--- src/rtl/proc_trace_capture.sv ---
// Processor trace capture: records regfile/dmem write events during a bounded
// run into a first-word-fall-through FIFO for a downstream reader.
module proc_trace_capture #(
   parameter int DEPTH       = 16,
   parameter int CYCLE_LIMIT = 100
) (
   input  logic        clock,
   input  logic        reset,
   input  logic        start,
   input  logic [11:0] address_imem,
   input  logic        ctrl_writeEnable,
   input  logic [4:0]  ctrl_writeReg,
   input  logic [31:0] data_writeReg,
   input  logic        wren,
   input  logic [11:0] address_dmem,
   input  logic [31:0] data,
   input  logic        trace_ready,
   output logic        trace_valid,
   output logic [1:0]  trace_kind,
   output logic [11:0] trace_pc,
   output logic [4:0]  trace_reg,
   output logic [31:0] trace_rdata,
   output logic [11:0] trace_maddr,
   output logic [31:0] trace_mdata,
   output logic [15:0] trace_cycle,
   output logic        halt,
   output logic        overflow,
   output logic [7:0]  dropped
);

   localparam int          AW        = $clog2(DEPTH);
   localparam logic [15:0] LAST_CYC  = 16'(CYCLE_LIMIT - 1);
   localparam logic [AW:0] PTR_ONE   = (AW + 1)'(1);

   typedef enum logic [1:0] {
      S_IDLE,
      S_RUN,
      S_HALTED
   } state_t;

   typedef struct packed {
      logic [1:0]  kind;
      logic [11:0] pc;
      logic [4:0]  wreg;
      logic [31:0] rdata;
      logic [11:0] maddr;
      logic [31:0] mdata;
      logic [15:0] cyc;
   } entry_t;

   state_t      state_q, state_d;
   logic [15:0] cycle_q, cycle_d;
   logic [AW:0] wr_ptr_q, wr_ptr_d;
   logic [AW:0] rd_ptr_q, rd_ptr_d;
   logic        overflow_q, overflow_d;
   logic [7:0]  dropped_q, dropped_d;
   entry_t      mem_q [DEPTH];

   logic   ev_reg;
   logic   ev;
   logic   empty;
   logic   full;
   logic   pop;
   logic   push;
   logic   drop;
   entry_t new_entry;
   entry_t head;

   // Pointers carry one extra bit so full and empty differ only in the MSB.
   assign empty  = (wr_ptr_q == rd_ptr_q);
   assign full   = (wr_ptr_q[AW] != rd_ptr_q[AW]) &&
                   (wr_ptr_q[AW-1:0] == rd_ptr_q[AW-1:0]);
   assign ev_reg = ctrl_writeEnable && (ctrl_writeReg != 5'd0);
   assign ev     = (state_q == S_RUN) && (ev_reg || wren);
   assign pop    = !empty && trace_ready;
   assign push   = ev && (!full || pop);
   assign drop   = ev && full && !pop;

   always_comb begin
      new_entry      = '0;
      new_entry.kind = {wren, ev_reg};
      new_entry.pc   = address_imem;
      new_entry.cyc  = cycle_q;
      if (ev_reg) begin
         new_entry.wreg  = ctrl_writeReg;
         new_entry.rdata = data_writeReg;
      end
      if (wren) begin
         new_entry.maddr = address_dmem;
         new_entry.mdata = data;
      end
   end

   // NOTE: every output of a combinational block gets a default first, so no path leaves one unassigned and infers a latch.
   always_comb begin
      state_d    = state_q;
      cycle_d    = cycle_q;
      overflow_d = overflow_q;
      dropped_d  = dropped_q;
      wr_ptr_d   = wr_ptr_q;
      rd_ptr_d   = rd_ptr_q;
      case (state_q)
         S_IDLE, S_HALTED: begin
            if (start) begin
               state_d    = S_RUN;
               cycle_d    = '0;
               overflow_d = 1'b0;
               dropped_d  = '0;
            end
         end
         S_RUN: begin
            cycle_d = cycle_q + 16'd1;
            if (cycle_q == LAST_CYC) state_d = S_HALTED;
            if (drop) begin
               overflow_d = 1'b1;
               if (dropped_q != 8'hFF) dropped_d = dropped_q + 8'd1;
            end
         end
         default: state_d = S_IDLE;
      endcase
      if (push) wr_ptr_d = wr_ptr_q + PTR_ONE;
      if (pop)  rd_ptr_d = rd_ptr_q + PTR_ONE;
   end

   // NOTE: state registers use non-blocking assignments so every flop samples pre-edge values regardless of block order.
   always_ff @(posedge clock) begin
      if (!reset) begin
         state_q    <= S_IDLE;
         cycle_q    <= '0;
         wr_ptr_q   <= '0;
         rd_ptr_q   <= '0;
         overflow_q <= 1'b0;
         dropped_q  <= '0;
      end else begin
         state_q    <= state_d;
         cycle_q    <= cycle_d;
         wr_ptr_q   <= wr_ptr_d;
         rd_ptr_q   <= rd_ptr_d;
         overflow_q <= overflow_d;
         dropped_q  <= dropped_d;
      end
   end

   // NOTE: storage is deliberately not reset; emptying the pointers makes stale contents unreachable.
   always_ff @(posedge clock) begin
      if (reset && push) mem_q[wr_ptr_q[AW-1:0]] <= new_entry;
   end

   assign head        = empty ? '0 : mem_q[rd_ptr_q[AW-1:0]];
   assign trace_valid = !empty;
   assign trace_kind  = head.kind;
   assign trace_pc    = head.pc;
   assign trace_reg   = head.wreg;
   assign trace_rdata = head.rdata;
   assign trace_maddr = head.maddr;
   assign trace_mdata = head.mdata;
   assign trace_cycle = head.cyc;
   assign halt        = (state_q == S_HALTED);
   assign overflow    = overflow_q;
   assign dropped     = dropped_q;

endmodule

--- config.mk ---
export PLATFORM = sky130hd
export DESIGN_NAME = proc_trace_capture
export DESIGN_NICKNAME = d
export VERILOG_FILES = /design/src/rtl/proc_trace_capture.sv
export SDC_FILE = /design/constraint.sdc
export NUM_CORES = 1
export LEC_CHECK = 0
export CAP_MARGIN = 20
export CORE_ASPECT_RATIO = 1.25
export CORE_MARGIN = 2
export CORE_UTILIZATION = 56
export CTS_BUF_LIST = sky130_fd_sc_hd__clkbuf_8
export DETAILED_ROUTE_END_ITERATION = 16
export PLACE_DENSITY_LB_ADDON = 0.12
export SETUP_SLACK_MARGIN = 0.4
export SLEW_MARGIN = 20
export SYNTH_ARGS = -nofsm -noshare
export SYNTH_HDL_FRONTEND = slang
export SYNTH_SLANG_ARGS = --single-unit
export TNS_END_PERCENT = 50
--- constraint.sdc ---
create_clock -name clock -period 14.65 [get_ports clock]
set_clock_uncertainty 0.15 [all_clocks]
set_input_delay 2.93 -clock clock [delete_from_list [all_inputs] [get_ports clock]]
set_output_delay 2.93 -clock clock [all_outputs]
set_load 0.05 [all_outputs]
# After elaboration in Yosys (flattened, before gate mapping)
# Memory sizes are Yosys's and may differ from the RTL's. A register that Yosys moved wholly into a read port is not among the register bits.
# Cells that the tools add are included.
dict set report word_totals {
  reg_bits 37
  mem_count 1
  ram_bits 1776
}
dict set report op_classes {
  add_sub_neg 4
  mux 19
  n_reduce_logical 21
  eq_ne 11
}
# name words width read_ports rd_ports_with_merged_regs write_ports line_no
set mem_list {}
lappend mem_list {mem_q 16 111 1 1 1 57} ;# entry_t mem_q [DEPTH];
# op n
set ops {}
lappend ops {{111-bit 2-to-1 mux} 1}
lappend ops {{44-bit 2-to-1 mux} 1}
lappend ops {{37-bit 2-to-1 mux} 1}
lappend ops {{16-bit one-hot mux with 2 select lines} 1}
lappend ops {{8-bit 2-to-1 mux} 3}
lappend ops {{16-bit by 1-bit adder with 16-bit output, second input constant} 1}
lappend ops {{16-bit by 7-bit == test with 1-bit output, second input constant} 1}
lappend ops {{16-bit 2-to-1 mux} 1}
lappend ops {{8-bit one-hot mux with 2 select lines} 1}
lappend ops {{5-bit by 1-bit adder with 5-bit output, second input constant} 2}
lappend ops {{8-bit by 1-bit adder with 8-bit output, second input constant} 1}
lappend ops {{1-bit logical AND} 8}
lappend ops {{4-bit 2-to-1 mux} 2}
lappend ops {{8-bit != test, second input constant} 1}
lappend ops {{5-bit == test} 1}
lappend ops {{5-bit nonzero test} 1}
lappend ops {{4-bit == test} 1}
lappend ops {{1-bit 2-to-1 mux} 4}
lappend ops {{2-bit 2-to-1 mux} 2}
lappend ops {{2-bit by 1-bit != test with 1-bit output, second input constant} 2}
lappend ops {{2-bit != test, second input constant} 2}
lappend ops {{2-bit one-hot mux with 2 select lines} 1}
lappend ops {{2-bit AND reduction} 2}
lappend ops {{4-bit AND reduction} 1}
lappend ops {{10 further kinds} 13}

# Logic depth before layout (Yosys ltp)
# Gate-level depths: netlist (run 1).
dict set report depth {
  ltp_word 8
  mapped_depth 8
}

# Worst setup path after synthesis (run 1)
# Ideal clock, no wire load.
dict set report synth_path {
  path_type {in2reg}
  startpoint {input wren}
  endpoint {memory mem_q[0][0] in the netlist's numbering (enable)}
  path_slack_ns -0.473
  arrival_time_ns 14.119
  stages 5
  setup_ns 0.854
  cell_sequence {clkbuf_1 or2_2 o221a_2 o21ai_2 nor4_1}
}
dict set report synth_via {
  elab_chain_len 6
}
# element line_no
set synth_rtl {}
lappend synth_rtl {{from (decl)} 14} ;# input logic wren,
lappend synth_rtl {{1-bit logical OR} 74} ;# assign ev = (state_q == S_RUN) && (ev_reg || wren);
lappend synth_rtl {{1-bit logical AND} 74}
lappend synth_rtl {{1-bit logical AND} 76} ;# assign push = ev && (!full || pop);
lappend synth_rtl {{1-bit logical AND} 146} ;# if (reset && push) mem_q[wr_ptr_q[AW-1:0]] <= new_entry;
lappend synth_rtl {{1-bit 2-to-1 mux} 146}
lappend synth_rtl {{1-bit 2-to-1 mux (not written as such)} 146}
lappend synth_rtl {{to (decl)} 57}
# No other way between the ends.

==> summary.md, run 1 <==
| Metric | Value |
|---|---|
| Die H | 399 um |
| First-pass GRT wire length | 229000 um |
| Overall Power | 10.8 mW |
| Crit-path leading delay family | buffers and inverters |
| Pwr/cell area | 137 mW/mm^2 |
| VDD IR max | 0.108 mV |
| Worst skew pair latency | 950 ps |
| IO Port Bufs | 220 |
| Die Wd | 320 um |
| Drt drc | 0 |
| Max Transition Viols Final | 0 |
| Mapped Avg Cell Area | 23.8 sq um |
| Setup violators final | 0 |
| CP Class | register to primary output |
| WHS Path Cells | 2 |
| Netlist cell types | 52 |
| CP max stage delay | 880 ps |
| Die Area | 0.128 sq mm |
| Asr flop ratio synth | 0% |
| Commonest non-fill, non-tap cell in the layout | edfxtp_1 |
| CP max FO | 71 |
| Final min period | 8670 ps |
| Number of fill cells | 8150 |
| Clk buf depth | 4 |
| H-tree depth | 5 |
| Core area | 0.124 sq mm |
| WL/cell | 30.4 um |
| Total number of vias | 32228 |
| Clock root buffer | clkbuf_8 |
| Area grow syn2layout | 13.1% |
| Cts hold-fix bufs | 0 |
| Yosys Warn Count | 0 |
| CTS Sinks | 1817 |
| Max stage delay cell, worst path | buf_4 |
| TritonCTS clock tree | yes |
| Status | finished, final reports clean |
| Finished Cell Area | 0.0790 sq mm |
| TritonCTS Buffers | 287 |
| Nets@finish | 3461 |
| RSZ-0062 raised after global routing | false |
| WP data required | 11570 ps |
| Layout Utilization | 64.0% |
| Max Cap Viol | 0 |
| Layout cells sized above 1 | 27.4% |
| Fin crit share | 59.1% |
| Final wirelength | 157000 um |
| GRT Util Overall | 25.0% |
| Initial antenna violation count | 7 |
| Register area share after synthesis | 77.5% |
| Crit path launch type | register |
| Crit path cell chain | buf_16 -> buf_4 -> buf_4 -> mux4_2 -> mux4_2 -> and2_1 -> clkdlybuf4s50_1 |
| Final GP Congestion | 0.774 |
| Total congestion overflow | 0 |
| Most frequent cells in the layout | 1776 x edfxtp_1, 555 x mux4_2, 297 x clkbuf_8 |
| Most used DFF post-synth | edfxtp_1 |
| Site Rows | 144 |
| Max Fclk | 115 MHz |
| Top Ports | 221 |
| Placed inst area | 0.0741 sq mm |
| CP Depth | 7 |
| Initial core utilization | 56.6% |
| PostCTS Resize Cnt | 0 |
| Initial DRT Pass Iterations | 5 |
| Leakage | 24.4 nW |
| Endpoint class of the critical path | primary output |
| Crit path buf inv count | 4 |
| Vias/cell | 6.26 |
| Final hold violation count | 0 |
| Routed Antenna Nets | 0 |
| Register bit total from synthesis | 1817 |
| Syn_nets | 3039 |
| R2r worst-path depth | 8 |
| Syn Inst Count | 2933 |
| Headroom to the max-slew limit | 18.5% |
| Arrival time worst endpoint | 5590 ps |
| Starting DRT DRC Count | 3473 |
| Detail Placement HPWL | 75900 um |
| Worst-margin pin slew | 1220 ps |
| Post-CTS setup buffer count | 0 |
| Worst Hold Class | register to register |
| Synth Cell Area | 0.0699 sq mm |
| Vias in the first global route | 34726 |
| Post-synth EDFFs | 1776 |
| Largest net degree at the start of global routing | 178 |
| CTS clock-pin slew for the worst setup and hold paths | 60 ps |
routing by layer:
layer | GRT usage (%) | vias up | wire, um
met5 | 0 | - | 13
met4 | 6.72 | 2 | 2830
met3 | 4.75 | 204 | 10900
met2 | 42.5 | 1279 | 81100
met1 | 33.8 | 17389 | 61900
li1 | - | 13354 | -
worst paths after layout:
kind / start / to / slack, ps
worst max register to register: state_q[0]$_SDFFE_PN0P_ / mem_q[13][88]$_DFFE_PP_ / 9870
worst max-delay path: register / trace_cycle[15] / 5980
worst min-delay path: dropped[0]$_SDFFE_PN0P_ / dropped[0]$_SDFFE_PN0P_ / 380
worst min register to register: dropped[0]$_SDFFE_PN0P_ / dropped[0]$_SDFFE_PN0P_ / 380
cell usage after synthesis, types with 4 or more instances:
master	number	area share [%]
and3_1	4	0.036
o211ai_1	8	0.086
edfxtp_1	1776	76
nand2b_1	5	0.045
nand4_1	10	0.090
buf_2	30	0.21
buf_1	17	0.091
buf_6	15	0.24
buf_4	4	0.043
o21ai_0	4	0.029
or4_1	4	0.043
dfxtp_1	41	1.2
nor4_1	5	0.045
and2_1	197	1.8
mux2_1	4	0.064
nor2b_1	4	0.036
nor3_1	11	0.079
o31ai_1	4	0.043
inv_1	8	0.043
mux4_2	555	18
a21oi_1	9	0.064
nor2_1	26	0.14
mux2i_1	4	0.057
o21a_1	4	0.043
ha_1	7	0.13
nand2_1	36	0.19
nand3_1	16	0.11
xnor2_1	8	0.10
clkbuf_1	88	0.47
worst register-to-register path: cells and delay by family, from the launching register on:
family	cells	cell delay (ps)
AO/OA/AOI/OAI	2	750
flip-flops	1	400
AND/OR/NAND/NOR	3	1050
buffers and inverters	3	1950
layout make-up:
type,count,area [sq um],share of cell area (%)
timing repair buffer,287,2850,3.60
inverter,8,30.0,0.0380
clock buffer,297,4090,5.17
tap,1606,2010,2.54
multi-input combinational,954,15100,19.1
antenna,3,7.51,0.00950
sequential,1817,54200,68.5
clock inverter,179,815,1.03
metrics by stage:
step                hold WS, ps  setup slack, ps  cells  TNS, ps
floorplan                   351             -473   2933  -210120
global placement            352             6650   4670        0
detailed placement          369             6590   4670        0
CTS                         380             5530   5146        0
global route                424             5780   5150        0
finish                      385             5980   5151        0
flip-flops by register name, summed over array words and instances (netlist names), named ones only:
register,count
overflow,1
rd_ptr_q,5
mem_q,1776
cycle_q,16
dropped,8
state_q,2
wr_ptr_q,5
power breakdown:
group / leakage, nW / internal, mW / switching (mW)
sequential: 16.6 / 5.71 / 0.0183
combinational: 4.98 / 0.577 / 0.730
clock: 2.86 / 1.93 / 1.84
total: 24.4 / 8.22 / 2.59
cell families (layout without fill, tap and decap cells):
| logic type | count (synthesis) | count (layout) | share of synthesized area, % |
|---|---|---|---|
| compound gates | 48 | 48 | 0.498 |
| buf+inv | 162 | 771 | 1.11 |
| flops | 1817 | 1817 | 77.5 |
| fa+ha+maj | 7 | 7 | 0.125 |
| simple gates | 326 | 326 | 2.67 |
| other cells | 0 | 3 | 0 |
| xor+xnor | 9 | 9 | 0.113 |
| mux | 564 | 564 | 18.0 |
(Power assumes the default switching activity.)
==> run 2, diff against run 1 <==
clock period = 8.4 ns   (was 14.65 ns; I/O delays follow)
==> summary.md, run 2 (same netlist as run 1, synthesis figures left out) <==
| Metric | Value |
|---|---|
| Initial antenna violation count | 7 (unchanged) |
| Clk buf depth | 4 (unchanged) |
| Commonest non-fill, non-tap cell in the layout | edfxtp_1 (unchanged) |
| WL/cell | 30.5 um (was 30.4 um) |
| CP max FO | 89 (was 71) |
| Number of fill cells | 8185 (was 8150) |
| Most frequent cells in the layout | 1776 x edfxtp_1, 555 x mux4_2, 297 x clkbuf_8 (unchanged) |
| Starting DRT DRC Count | 3589 (was 3473) |
| Final GP Congestion | 0.758 (was 0.774) |
| Final min period | 6510 ps |
| VDD IR max | 0.178 mV (was 0.108 mV) |
| RSZ-0062 raised after global routing | false (unchanged) |
| CP max stage delay | 930 ps (was 880 ps) |
| Top Ports | 221 (unchanged) |
| H-tree depth | 5 (unchanged) |
| Crit path launch type | register (unchanged) |
| Top cell by count, worst path | mux4_2 |
| Crit path buf inv count | 2 (was 4) |
| First-pass GRT wire length | 231000 um (was 229000 um) |
| Grt met3 use | 4.37% (was 4.75%) |
| Leakage | 24.5 nW (was 24.4 nW) |
| Placed cells | 4671 (was 4670) |
| Vias in the first global route | 34914 (was 34726) |
| Crit path cell chain | buf_12 -> mux4_2 -> mux4_2 -> and2_1 -> clkdlybuf4s50_1 (was buf_16 -> buf_4 -> buf_4 -> mux4_2 -> mux4_2 -> and2_1 -> clkdlybuf4s50_1) |
| WP data required | 6570 ps (was 11570 ps) |
| Fin crit share | 77.4% |
| Initial DRT Pass Iterations | 5 (unchanged) |
| Max stage delay cell, worst path | dfxtp_4 (was buf_4) |
| Layout cells sized above 1 | 27.4% (about the same) |
| Core area | 0.124 sq mm (unchanged) |
| PostCTS Resize Cnt | 0 (unchanged) |
| Crit-path leading delay family | buffers and inverters (unchanged) |
| Area grow syn2layout | 13.4% (was 13.1%) |
| Post-CTS setup buffer count | 0 (unchanged) |
| CTS Sinks | 1817 (unchanged) |
| TritonCTS Buffers | 288 (was 287) |
| Met2 usage | 42.8% (was 42.5%) |
| CP Class | register to primary output (unchanged) |
| Largest net degree at the start of global routing | 111 (was 178) |
| Cts hold-fix bufs | 0 (unchanged) |
| Max Transition Viols Final | 0 (unchanged) |
| Final wirelength | 157000 um (about the same) |
| GR Layer Usage met1 | 34.4% (was 33.8%) |
| Worst skew pair latency | 940 ps (was 950 ps) |
| Die Wd | 320 um (unchanged) |
| Final hold violation count | 0 (unchanged) |
| Pwr/cell area | 238 mW/mm^2 (was 137 mW/mm^2) |
| Vias/cell | 6.29 (was 6.26) |
| Detail Placement HPWL | 76500 um (was 75900 um) |
| IO Port Bufs | 220 (unchanged) |
| Total congestion overflow | 0 (unchanged) |
| CTS clock-pin slew for the worst setup and hold paths | 60 ps (about the same) |
| Site Rows | 144 (unchanged) |
| Drt drc | 0 (unchanged) |
| Max Cap Viol | 0 (unchanged) |
| Worst Hold Class | register to register (unchanged) |
| Routed Antenna Nets | 0 (unchanged) |
| Max Fclk | 154 MHz |
| Number of flip-flops under the largest register name | 1776 (unchanged) |
| Die Area | 0.128 sq mm (unchanged) |
| Endpoint class of the critical path | primary output (unchanged) |
| Setup violators final | 0 (unchanged) |
| Fin Hold WS | 393 ps (was 385 ps) |
| Finished Layout Cells | 5152 (was 5151) |
| GRT Util Overall | 25.2% (was 25.0%) |
| Headroom to the max-slew limit | 26.3% (was 18.5%) |
| TritonCTS clock tree | yes (unchanged) |
| Finished Cell Area | 0.0793 sq mm (was 0.0790 sq mm) |
| Placed inst area | 0.0744 sq mm (was 0.0741 sq mm) |
| Clock root buffer | clkbuf_8 (unchanged) |
| Worst-margin pin slew | 1110 ps (was 1220 ps) |
| Arrival time worst endpoint | 4680 ps (was 5590 ps) |
| Initial core utilization | 56.6% (unchanged) |
| Status | finished, final reports clean (unchanged) |
| Most Crowded Layer GR | met2 (unchanged) |
| Nets@finish | 3462 (was 3461) |
| Die H | 399 um (unchanged) |
| Total number of vias | 32415 (was 32228) |
[run 2: worst paths after layout]
| kind | endpoint | from | depth (start not counted) | slack (ps) |
|---|---|---|---|---|
| max reg2reg | mem_q[7][64]$_DFFE_PP_ | state_q[0]$_SDFFE_PN0P_ | 7 | 4600 |
| min reg2reg | dropped[0]$_SDFFE_PN0P_ | dropped[0]$_SDFFE_PN0P_ | 2 | 390 |
| min | dropped[0]$_SDFFE_PN0P_ | dropped[0]$_SDFFE_PN0P_ | 2 | 390 |
| max | trace_rdata[12] | register | 5 | 1890 |
[run 2: report_power, final]
| group | total (mW) | internal, mW | switching (mW) |
|---|---|---|---|
| sequential | 10.0 | 9.97 | 0.0425 |
| combinational | 2.29 | 1.01 | 1.28 |
| clock | 6.53 | 3.34 | 3.20 |
[run 2: per-stage QoR]
| stage | setup TNS, ps | worst slack (ps) | utilization (%) | total power, mW |
|---|---|---|---|---|
| 3_3_place_gp | 0 | 2710 | 60.1 | 12.5 |
| 3_5_place_dp | 0 | 2740 | 60.2 | 12.5 |
| 5_1_grt | 0 | 1580 | 64.1 | 19.5 |
| 2_1_floorplan | -1118430 | -2530 | - | 11.9 |
| 6_report | 0 | 1890 | 64.1 | 18.8 |
| 4_1_cts | 0 | 1680 | 64.1 | 19.0 |
[run 2: final cells by class]
class | count | area (sq um) | share of cell area [%]
clock buffer | 297 | 4090 | 5.16
tap | 1606 | 2010 | 2.54
clock inverter | 179 | 781 | 0.985
antenna | 4 | 10.0 | 0.0126
inverter | 8 | 30.0 | 0.0379
sequential | 1817 | 54200 | 68.3
timing repair buffer | 287 | 3060 | 3.85
multi-input combinational | 954 | 15100 | 19.1
[run 2: worst min-delay path: cells and delay by family, from the launching register on]
| family | cells | cell delay [ps] |
|---|---|---|
| AND/OR/NAND/NOR | 1 | 70 |
| AO/OA/AOI/OAI | 1 | 70 |
| flip-flops | 1 | 350 |
[run 2: routing by layer]
metal | part of all wire [%] | wire length, um
met1 | 40 | 63100
met2 | 51 | 80900
met4 | 2.1 | 3240
met3 | 6.4 | 10100
met5 | 0.017 | 27
==> edit: new RTL, config.mk and constraints of run 2 <==
`DEPTH`: 16 -> 8.
--- a/src/rtl/proc_trace_capture.sv
+++ b/src/rtl/proc_trace_capture.sv
@@ -3,3 +3,3 @@
 module proc_trace_capture #(
-   parameter int DEPTH       = 16,
+   parameter int DEPTH       = 8,
    parameter int CYCLE_LIMIT = 100
Function: no difference found for any inputs over 4 cycles, from zero or initial values and one cycle with reset low; that may be too few to reach the edited logic, so the function may still have changed.
==> edit against run 2 <==
  * Sequential cell count shrank 891
  * Total power is 48% lower
  * Largest power group unchanged
  * Design area shrank 47%
  * First-iteration DRC count decreased by 60%
  * Critical path type unchanged
  * Largest cell class unchanged
  * Combinational power shrank 42%
  * Wire length down 53%
  * Worst setup slack better by 0.66 ns
  * Synthesized area fell by 48%
==> edit: results (changes against run 2) <==
metric	value	unit	change
io_buffers	220		unchanged
grt_pass1_wl	113000	um	-51%
ys_types	50		-3.8%
critPathSlowestCell	and4_4		
hp-class	flip-flop to flip-flop		
firstDrtPassIters	7		+2
largest_register_ffs	888		-50%
yosys-top-cells-area	edfxtp_1 74%, mux4_2 14%, mux2i_1 3.3%		
synth-edff-count	888		-50%
dp_hpwl	39000	um	-49%
first_global_vias	18700		-47%
syn-mean-instance-area	20.8	sq um	-13%
route.detailed.wl_per_inst	25.0	um	-18%
htreeDepth	4		-1
ys_warn_count	0		unchanged
drive_above_1_share	0.203		-0.0714
clk_path_buf_depth	3		-1
use_met3	0.0531		+0.00941
synthTopCellsByCount	888 x edfxtp_1, 222 x mux4_2, 124 x nor2_1		
cp_top_family	buffers and inverters		
hold_buffers	0		unchanged
grt.met1_usage	0.309		-0.0350
hold_viol_final	0		unchanged
async_flop_share	0		unchanged
vias	17600		-46%
ir_drop	0.160	mV	-10%
p_leak	13.0	nW	-47%
post_dp_cell_area	39300	sq um	-47%
worstPathArrival	4.02	ns	-0.66 ns
root_buffer	clkbuf_8		
antenna_found_initial	4		-3
seq_area_frac_synth	0.761		-0.0141
final_nets	2132		-38%
cts_resized	0		unchanged
postCtsSetupBuffers	0		unchanged
synth_nets	1838		-40%
instances_no_fill	2981		-42%
clkLatencyLatePin	0.77	ns	-0.17 ns
post-place-cells	2735		-41%
grt_max_degree	135		+22%
drt_iter0_drc	1432		-60%
numCtsBuffers	140		-51%
track_usage	0.232		-0.0206
critPathMaxStageDelay	0.98	ns	+0.05 ns
grt_overflow	0		unchanged
place_congestion	0.764		+0.84%
path_clk_slew	0.07	ns	
grtUsageMet2	0.388		-0.0393
tightestPinTransition	1.08	ns	-0.0215 ns
critPathMaxFanout	74		-17%
status	finished, final reports clean		
-- edit: power by group --
group	switching, W	internal [W]	total (W)
registers	0.0000263	0.00508	0.00511
logic	0.000805	0.000522	0.00133
clock network	0.00163	0.00167	0.00330
total	0.00246	0.00728	0.00974
-- edit: metrics by stage --
step           power (W)  hold WS [ns]  setup WS [ns]
3_3_place_gp     0.00654         0.308           3.20
5_1_grt           0.0101         0.362           2.29
6_report         0.00974         0.331           2.55
2_1_floorplan    0.00613         0.309          -2.61
4_1_cts          0.00985         0.331           2.46
3_5_place_dp     0.00655         0.318           3.10
-- edit: path summary, 6_finish.rpt --
path                    start               to  slack [ns]  cells after the start
setup / recovery  wr_ptr_q[1]  trace_maddr[10]        2.55                      5
hold / removal     dropped[6]       dropped[6]        0.33                      2
setup reg to reg   state_q[1]     mem_q[7][56]        4.24                      6
hold reg to reg    dropped[6]       dropped[6]        0.33                      2
-- edit: kinds of logic (layout without fill, tap and decap cells) --
group | count (synthesis) | in the layout | synth area share
other cells | 0 | 2 | 0
fa+ha+maj | 4 | 4 | 0.00139
xor+xnor | 6 | 6 | 0.00208
simple gates | 311 | 311 | 0.0434
compound gates | 44 | 44 | 0.00902
buf+inv | 103 | 499 | 0.0118
mux | 341 | 341 | 0.172
flops | 926 | 926 | 0.761
-- edit: final cells by class --
cell class                 count  area (sq um)
clock buffer                 147          2020
tap                          848          1060
multi-input combinational    706          8250
clock inverter                97           459
antenna                        2          5.00
fill                        4313         22300
inverter                       6          22.5
timing repair buffer         249          2490
sequential                   926         27400
-- edit: layer usage --
| layer | wire length (um) | share of wire |
|---|---|---|
| met5 | 27 | 0.00036 |
| met4 | 1320 | 0.018 |
| met2 | 38400 | 0.51 |
| met3 | 4680 | 0.063 |
| met1 | 30200 | 0.41 |
